**src/rtl/bargraph_frame_sequencer_if.sv**
```systemverilog
// Matrix-memory write port shared by the frame sequencer and the host.
// The sequencer (master) receives host write requests and drives the single
// matrix write port; the surrounding system (slave) does the opposite.
interface bargraph_frame_sequencer_if #(
  parameter int ADDR_W = 9
) ();
  logic              host_wr;
  logic [ADDR_W-1:0] host_wr_addr;
  logic [7:0]        host_wr_data;
  logic              host_wr_buf;
  logic              mtrx_wr;
  logic [ADDR_W-1:0] mtrx_wr_addr;
  logic [7:0]        mtrx_wr_data;
  logic              mtrx_wr_buf;

  modport master (
    input  host_wr, host_wr_addr, host_wr_data, host_wr_buf,
    output mtrx_wr, mtrx_wr_addr, mtrx_wr_data, mtrx_wr_buf
  );

  modport slave (
    output host_wr, host_wr_addr, host_wr_data, host_wr_buf,
    input  mtrx_wr, mtrx_wr_addr, mtrx_wr_data, mtrx_wr_buf
  );
endinterface

```
**src/rtl/bargraph_frame_sequencer.sv**
```systemverilog
// Bar-graph frame sequencer: on each timebase tick, fills the back buffer
// of the LED matrix memory with one RGB frame, swaps buffers and waits for
// the display engine to confirm the swap. Host writes share the matrix write
// port and always take priority; the fill simply stalls for those cycles.
// Optional peak-hold marker: define BARGRAPH_PEAK_HOLD_EN.
module bargraph_frame_sequencer #(
  parameter int NUM_LEDS   = 30,
  parameter int ADDR_W     = 9,
  parameter int PEAK_DECAY = 8
) (
  input  logic                       clock,
  input  logic                       resetn,
  input  logic                       enable,
  input  logic [7:0]                 bar_level,
  input  logic [23:0]                on_color,
  input  logic [23:0]                off_color,
  input  logic [23:0]                peak_color,
  input  logic                       tick,
  output logic                       tick_clear,
  bargraph_frame_sequencer_if.master bus,
  output logic                       buffer_select,
  input  logic                       buffer_current,
  output logic                       busy,
  output logic [15:0]                frame_count,
  output logic                       overrun,
  input  logic                       overrun_clear
);

  localparam int LW = (ADDR_W > 8) ? ADDR_W : 8;
  localparam logic [ADDR_W-1:0] LAST_ADDR = ADDR_W'(NUM_LEDS * 3 - 1);
  localparam logic [LW-1:0]     NUM_LEDS_L = LW'(NUM_LEDS);

  if (NUM_LEDS < 1 || NUM_LEDS * 3 > 2 ** ADDR_W) begin : g_param_check
    $error("bargraph_frame_sequencer: NUM_LEDS*3 must fit in ADDR_W bits and NUM_LEDS >= 1");
  end

  typedef enum logic [1:0] {IDLE, FILL, SWAP, WAIT_ACK} state_t;

  // Saturate the requested level to the number of LEDs present.
  function automatic logic [LW-1:0] sat_level(input logic [7:0] lv);
    logic [LW-1:0] ext;
    ext = LW'(lv);
    return (ext > NUM_LEDS_L) ? NUM_LEDS_L : ext;
  endfunction

  state_t            state, state_d;
  logic [LW-1:0]     lvl, lvl_d;
  logic [23:0]       on_q, on_d, off_q, off_d;
  logic [LW-1:0]     led_idx, led_idx_d;
  logic [1:0]        byte_idx, byte_idx_d;
  logic [ADDR_W-1:0] addr, addr_d;
  logic              tick_clear_d;
  logic              wr_q, wr_d;
  logic [ADDR_W-1:0] wr_addr_q, wr_addr_d;
  logic [7:0]        wr_data_q, wr_data_d;
  logic              wr_buf_q, wr_buf_d;
  logic              sel_d, busy_d, overrun_d, ovr_set;
  logic [15:0]       fc_d;
  logic [23:0]       cur_color;
  logic [7:0]        cur_byte;

`ifdef BARGRAPH_PEAK_HOLD_EN
  logic [LW-1:0]     peak, peak_d;
  logic [23:0]       peak_q, peak_col_d;
  logic [15:0]       decay_cnt, decay_cnt_d;
`else
  logic              unused_peak;
  assign unused_peak = ^{peak_color, PEAK_DECAY[0]};
`endif

  assign bus.mtrx_wr      = wr_q;
  assign bus.mtrx_wr_addr = wr_addr_q;
  assign bus.mtrx_wr_data = wr_data_q;
  assign bus.mtrx_wr_buf  = wr_buf_q;

  // Pick the colour of the current LED and the byte within it.
  always_comb begin
    cur_color = (led_idx < lvl) ? on_q : off_q;
`ifdef BARGRAPH_PEAK_HOLD_EN
    if (peak != '0 && led_idx == peak - LW'(1)) cur_color = peak_q;
`endif
    case (byte_idx)
      2'd0:    cur_byte = cur_color[23:16];
      2'd1:    cur_byte = cur_color[15:8];
      default: cur_byte = cur_color[7:0];
    endcase
  end

  // FSM state register.
  always_ff @(posedge clock or negedge resetn) begin
    if (!resetn) state <= IDLE;
    else         state <= state_d;
  end

  // Next-state logic and next values of every registered output.
  always_comb begin
    state_d      = state;
    lvl_d        = lvl;
    on_d         = on_q;
    off_d        = off_q;
    led_idx_d    = led_idx;
    byte_idx_d   = byte_idx;
    addr_d       = addr;
    tick_clear_d = 1'b0;
    wr_d         = 1'b0;
    wr_addr_d    = wr_addr_q;
    wr_data_d    = wr_data_q;
    wr_buf_d     = wr_buf_q;
    sel_d        = buffer_select;
    fc_d         = frame_count;
    ovr_set      = 1'b0;
`ifdef BARGRAPH_PEAK_HOLD_EN
    peak_d       = peak;
    peak_col_d   = peak_q;
    decay_cnt_d  = decay_cnt;
`endif
    if (bus.host_wr) begin
      wr_d      = 1'b1;
      wr_addr_d = bus.host_wr_addr;
      wr_data_d = bus.host_wr_data;
      wr_buf_d  = bus.host_wr_buf;
    end
    case (state)
      IDLE: begin
        if (enable && tick) begin
          lvl_d        = sat_level(bar_level);
          on_d         = on_color;
          off_d        = off_color;
          tick_clear_d = 1'b1;
          led_idx_d    = '0;
          byte_idx_d   = '0;
          addr_d       = '0;
          state_d      = FILL;
`ifdef BARGRAPH_PEAK_HOLD_EN
          peak_col_d   = peak_color;
          if (sat_level(bar_level) > peak) peak_d = sat_level(bar_level);
`endif
        end
      end
      FILL: begin
        if (!bus.host_wr) begin
          wr_d      = 1'b1;
          wr_addr_d = addr;
          wr_data_d = cur_byte;
          wr_buf_d  = ~buffer_select;
          if (addr == LAST_ADDR) begin
            state_d = SWAP;
          end else begin
            addr_d = addr + ADDR_W'(1);
            if (byte_idx == 2'd2) begin
              byte_idx_d = 2'd0;
              led_idx_d  = led_idx + LW'(1);
            end else begin
              byte_idx_d = byte_idx + 2'd1;
            end
          end
        end
      end
      SWAP: begin
        sel_d   = ~buffer_select;
        state_d = WAIT_ACK;
      end
      WAIT_ACK: begin
        if (buffer_current == buffer_select) begin
          fc_d    = frame_count + 16'd1;
          state_d = IDLE;
          ovr_set = tick;
`ifdef BARGRAPH_PEAK_HOLD_EN
          if (decay_cnt == 16'(PEAK_DECAY - 1)) begin
            decay_cnt_d = '0;
            if (peak > lvl) peak_d = peak - LW'(1);
          end else begin
            decay_cnt_d = decay_cnt + 16'd1;
          end
`endif
        end
      end
      default: state_d = IDLE;
    endcase
    overrun_d = overrun_clear ? 1'b0 : (overrun | ovr_set);
    busy_d    = (state_d != IDLE);
  end

  // Registered outputs, frame parameters and fill counters.
  always_ff @(posedge clock or negedge resetn) begin
    if (!resetn) begin
      lvl           <= '0;
      on_q          <= '0;
      off_q         <= '0;
      led_idx       <= '0;
      byte_idx      <= '0;
      addr          <= '0;
      tick_clear    <= 1'b0;
      wr_q          <= 1'b0;
      wr_addr_q     <= '0;
      wr_data_q     <= '0;
      wr_buf_q      <= 1'b0;
      buffer_select <= 1'b0;
      busy          <= 1'b0;
      frame_count   <= '0;
      overrun       <= 1'b0;
`ifdef BARGRAPH_PEAK_HOLD_EN
      peak          <= '0;
      peak_q        <= '0;
      decay_cnt     <= '0;
`endif
    end else begin
      lvl           <= lvl_d;
      on_q          <= on_d;
      off_q         <= off_d;
      led_idx       <= led_idx_d;
      byte_idx      <= byte_idx_d;
      addr          <= addr_d;
      tick_clear    <= tick_clear_d;
      wr_q          <= wr_d;
      wr_addr_q     <= wr_addr_d;
      wr_data_q     <= wr_data_d;
      wr_buf_q      <= wr_buf_d;
      buffer_select <= sel_d;
      busy          <= busy_d;
      frame_count   <= fc_d;
      overrun       <= overrun_d;
`ifdef BARGRAPH_PEAK_HOLD_EN
      peak          <= peak_d;
      peak_q        <= peak_col_d;
      decay_cnt     <= decay_cnt_d;
`endif
    end
  end

endmodule

```
**src/flat_wrapper.sv**
```systemverilog
// flat-port wrapper written by rule: the top's interface ports become plain ports
module bargraph_frame_sequencer_flat 
#(
  parameter int NUM_LEDS   = 30,
  parameter int ADDR_W     = 9,
  parameter int PEAK_DECAY = 8
)
  (clock, resetn, enable, bar_level, on_color, off_color, peak_color, tick, tick_clear, buffer_select, buffer_current, busy, frame_count, overrun, overrun_clear, bus_host_wr, bus_host_wr_addr, bus_host_wr_data, bus_host_wr_buf, bus_mtrx_wr, bus_mtrx_wr_addr, bus_mtrx_wr_data, bus_mtrx_wr_buf);
  bargraph_frame_sequencer_if #(.ADDR_W(ADDR_W)) bus_i ();
  input  logic clock;
  input  logic resetn;
  input  logic enable;
  input  logic [7:0] bar_level;
  input  logic [23:0] on_color;
  input  logic [23:0] off_color;
  input  logic [23:0] peak_color;
  input  logic tick;
  output logic tick_clear;
  output logic buffer_select;
  input  logic buffer_current;
  output logic busy;
  output logic [15:0] frame_count;
  output logic overrun;
  input  logic overrun_clear;
  input wire logic [$bits(bus_i.host_wr)-1:0] bus_host_wr;
  input wire logic [$bits(bus_i.host_wr_addr)-1:0] bus_host_wr_addr;
  input wire logic [$bits(bus_i.host_wr_data)-1:0] bus_host_wr_data;
  input wire logic [$bits(bus_i.host_wr_buf)-1:0] bus_host_wr_buf;
  output wire logic [$bits(bus_i.mtrx_wr)-1:0] bus_mtrx_wr;
  output wire logic [$bits(bus_i.mtrx_wr_addr)-1:0] bus_mtrx_wr_addr;
  output wire logic [$bits(bus_i.mtrx_wr_data)-1:0] bus_mtrx_wr_data;
  output wire logic [$bits(bus_i.mtrx_wr_buf)-1:0] bus_mtrx_wr_buf;
  assign bus_i.host_wr = bus_host_wr;
  assign bus_i.host_wr_addr = bus_host_wr_addr;
  assign bus_i.host_wr_data = bus_host_wr_data;
  assign bus_i.host_wr_buf = bus_host_wr_buf;
  assign bus_mtrx_wr = bus_i.mtrx_wr;
  assign bus_mtrx_wr_addr = bus_i.mtrx_wr_addr;
  assign bus_mtrx_wr_data = bus_i.mtrx_wr_data;
  assign bus_mtrx_wr_buf = bus_i.mtrx_wr_buf;
  bargraph_frame_sequencer #(.NUM_LEDS(NUM_LEDS), .ADDR_W(ADDR_W), .PEAK_DECAY(PEAK_DECAY)) u_core (.clock(clock), .resetn(resetn), .enable(enable), .bar_level(bar_level), .on_color(on_color), .off_color(off_color), .peak_color(peak_color), .tick(tick), .tick_clear(tick_clear), .bus(bus_i), .buffer_select(buffer_select), .buffer_current(buffer_current), .busy(busy), .frame_count(frame_count), .overrun(overrun), .overrun_clear(overrun_clear));
endmodule
```
**config.mk**
```make
export PLATFORM = sky130hd
export DESIGN_NAME = bargraph_frame_sequencer_flat
export DESIGN_NICKNAME = d
export VERILOG_FILES = /design/src/rtl/bargraph_frame_sequencer_if.sv /design/src/rtl/bargraph_frame_sequencer.sv /design/src/flat_wrapper.sv
export SDC_FILE = /design/constraint.sdc
export NUM_CORES = 1
export LEC_CHECK = 0
export ABC_AREA = 1
export ABC_CLOCK_PERIOD_IN_PS = 3700
export BUFFER_PORTS_ARGS = -buffer_cell sky130_fd_sc_hd__buf_2
export CAP_MARGIN = 40
export CORE_UTILIZATION = 59
export CTS_BUF_LIST = sky130_fd_sc_hd__clkbuf_4
export CTS_CLUSTER_DIAMETER = 120
export DETAILED_ROUTE_END_ITERATION = 16
export PLACE_DENSITY = 0.88
export SYNTH_ARGS = -nofsm -noshare
export SYNTH_HDL_FRONTEND = slang
export SYNTH_SLANG_ARGS = --single-unit
```
**constraint.sdc**
```tcl
create_clock -name clock -period 3.7 [get_ports clock]
set_clock_uncertainty 0.2 [all_clocks]
set_input_delay 0.185 -clock clock [delete_from_list [all_inputs] [get_ports clock]]
set_output_delay 0.185 -clock clock [all_outputs]
set_load 0.03 [all_outputs]
```
==> results.json <==
{
  "status": "complete, no violations",
  "ir_worst_vdd_mv": 0.438,
  "clkTransAtPathRegs_ns": 0.12,
  "ys_types": 36,
  "syn_avg_cell_area_um2": 8.24,
  "viasPerCell": 5.68,
  "port_buffers": 119,
  "slowest_stage": "dfrtp_1",
  "synth_seq_area_share_pct": 51.9,
  "synthArstFlopShare_pct": 100,
  "critPathMaxStageDelay_ns": 0.46,
  "min_path_type": "input port to async pin",
  "maxSlewViolCount": 0,
  "power.internal_mw": 3.10,
  "rows": 35,
  "synth_top_area_share_pct": 51.9,
  "grt_pass1_wl_um": 29800,
  "drtPass1Iterations": 6,
  "synthesis.area_um2": 5640,
  "yosys_warnings": 0,
  "worstSetupPathType": "flop to flop",
  "final_hold_viol_count": 0,
  "first_global_vias": 6118,
  "worstPathCellList": "ha_1, nand2_1, nor2_1, nor2_1, nand3_1, inv_1, nand4_1, nand3_1, nand3_1",
  "post-route-period-util_pct": 74.2,
  "slew_headroom_pct": 45.4,
  "n_antenna_cell": 0,
  "required_ns": 3.91,
  "hpwl_um": 9260,
  "postCtsSetupBuffers": 0,
  "synthFlopType": "dfrtp_1",
  "crit_path_frequent_cell": "nand3_1",
  "grt_max_degree": 62,
  "dieArea_um2": 9960,
  "synth_nets": 801,
  "ant_nets": 0,
  "rsz0062_at_grt": "no",
  "grt_usage_pct": 39.3,
  "switching_share_pct": 42.2,
  "startpoint": "u_core.led_idx[7]",
  "die_h_um": 99.8,
  "synth_edf_count": 0,
  "crit_fanout": 11,
  "multi_input_comb_area_um2": 2380,
  "final_core_util_pct": 83.2,
  "htreeDepth": 4,
  "io_pins": 144,
  "detail_route.iter0.violations": 595,
  "antenna_found_initial": 0,
  "cp.arrival_ns": 2.96,
  "ys_ff_latch": 117,
  "core_um2": 9240,
  "setup_viol": 0,
  "place.gp.congestion": 0.877,
  "fmax_mhz": 364,
  "fin_nets": 1020,
  "seq_power_share_pct": 39.9,
  "syn_inst": 685,
  "place_inst": 915,
  "wl_um": 18200,
  "numClockSinks": 117,
  "die_w_um": 99.8,
  "drive_gt1_share_pct": 18.4,
  "start_util_pct": 61.1,
  "fin_crit_ns": 2.74,
  "start_kind": "flop",
  "ff_latch_area_um2": 2930,
  "maxCapViolations": 0,
  "area_growth_pct": 36.3,
  "synthTopCellsByArea": "dfrtp_1 (52%), nand2_1 (19%), nand4_1 (3.4%)",
  "layout_commonest_cell": "nand2_1",
  "clock_latency_ns": 0.54,
  "gr-total-overflow": 0,
  "clock_path_buffers": 2,
  "cts-root-buf": "clkbuf_4",
  "crit_path_end_kind": "flop",
  "tns_ns": 0,
  "tightest_slew_ns": 0.819,
  "hold-worst-slack_ns": 0.0555,
  "p_sw_mw": 2.27,
  "leakage_nw": 3.91,
  "layout_common_cells": "nand2_1 (282), buf_2 (118), dfrtp_1 (117), dlygate4sd3_1 (99), inv_1 (51)",
  "wire_per_inst_um": 17.4,
  "powerDensity_nw_per_um2": 698,
  "fill_cells": 494,
  "cts_tree": "done",
  "p_comb_share_pct": 38.2,
  "clkPwrFrac_pct": 21.9,
  "drc": 0,
  "timing.rr.start": "u_core.led_idx[7]",
  "final_cells": 1045,
  "vias": 5932,
  "cts_buffers": 17,
  "yosys.area.top_type": "dfrtp_1"
}
-- path summary, 6_finish.rpt --
kind,depth (start not counted),end,slack [ns]
max in group asynchronous,3,u_core.off_q[23],2.40
worst min register to register,2,u_core.on_q[21],0.30
worst min-delay path,2,u_core.frame_count[9],0.06
min in group clock,2,u_core.bus.mtrx_wr_addr[0],0.07
worst max register to register,9,u_core.bus.mtrx_wr_data[3],0.96
worst max-delay path,9,u_core.bus.mtrx_wr_data[3],0.96
-- critical path: cells and delay by family, from the launching register on --
| family | cells | cell delay, ns |
|---|---|---|
| adder cells (fa/ha/maj) | 1 | 0.37 |
| buffers and inverters | 1 | 0.38 |
| AND/OR/NAND/NOR | 7 | 1.22 |
| flip-flops | 1 | 0.46 |
-- kinds of logic (layout without fill, tap and decap cells) --
logic type | count (synthesis) | in the layout | share of synthesized area [%]
AND/OR/NAND/NOR | 402 | 402 | 30.5
flip-flops | 117 | 117 | 51.9
buffers and inverters | 78 | 309 | 5.83
AO/OA/AOI/OAI | 50 | 50 | 5.15
XOR/XNOR | 27 | 27 | 4.19
adder cells (fa/ha/maj) | 11 | 11 | 2.44
-- what timing repair did --
item / CTS / global route
resized for setup: 0 / 0
endpoints found under the hold margin: 138 / 0
hold buffers: 99 / 0
-- metal layers --
metal	GRT usage (%)	vias to the layer above	part of all wire, %	wire, um
li1	-	2630	-	-
met1	44.0	2766	36	6510
met2	67.7	418	50	9110
met3	10.3	118	8.5	1550
met4	23.4	0	5.8	1050
met5	0	-	0	0
-- power by group through the flow --
stage	registers, mW	logic, mW	clock network, mW
after floorplan	2.27	1.09	0
after global placement	2.08	1.72	0
after detailed placement	2.11	1.80	0
after CTS	2.09	1.93	1.16
after global routing	2.18	2.24	1.24
final	2.14	2.05	1.18
-- stage by stage --
| step | power [mW] | instance area, um2 | setup slack, ns |
|---|---|---|---|
| 2_1_floorplan | 3.36 | 5640 | 1.83 |
| 3_3_place_gp | 3.80 | 6320 | 1.29 |
| 3_5_place_dp | 3.91 | 6340 | 1.23 |
| 4_1_cts | 5.18 | 7690 | 1.03 |
| 5_1_grt | 5.66 | 7690 | 0.766 |
| 6_report | 5.37 | 7690 | 0.955 |
-- flip-flops by register name, indices dropped and copies added (netlist names) --
register	cells
u_core.off_q	24
u_core.on_q	24
u_core.frame_count	16
u_core.addr	9
u_core.bus.mtrx_wr_addr	9
u_core.led_idx	9
u_core.bus.mtrx_wr_data	8
u_core.lvl	8
u_core.byte_idx	2
u_core.state	2
u_core.buffer_select	1
u_core.bus.mtrx_wr	1
u_core.bus.mtrx_wr_buf	1
u_core.busy	1
u_core.overrun	1
u_core.tick_clear	1
-- synth_stat cells, types with 2 or more instances --
cell	count
nand2_1	282
dfrtp_1	117
inv_1	51
nor2_1	34
nand3_1	31
nand4_1	31
o21ai_0	22
xor2_1	20
buf_2	11
ha_1	11
o211ai_1	9
clkbuf_1	8
o21ai_1	7
xnor2_1	7
nor3_1	6
a21oi_1	5
nand2_2	4
nor2_4	3
a22oi_1	2
and3_1	2
buf_4	2
inv_2	2
nand2_4	2
nor2_2	2
nor4_1	2
o21a_1	2
-- layout make-up --
class	count	area share (%)
Sequential cell	117	38.1
Multi-Input combinational cell	490	31.0
Timing Repair Buffer	222	21.4
Inverter	56	2.83
Clock inverter	11	2.68
Tap cell	129	2.10
Clock buffer	20	1.95
Note: power is estimated with default switching activity, not from simulation.
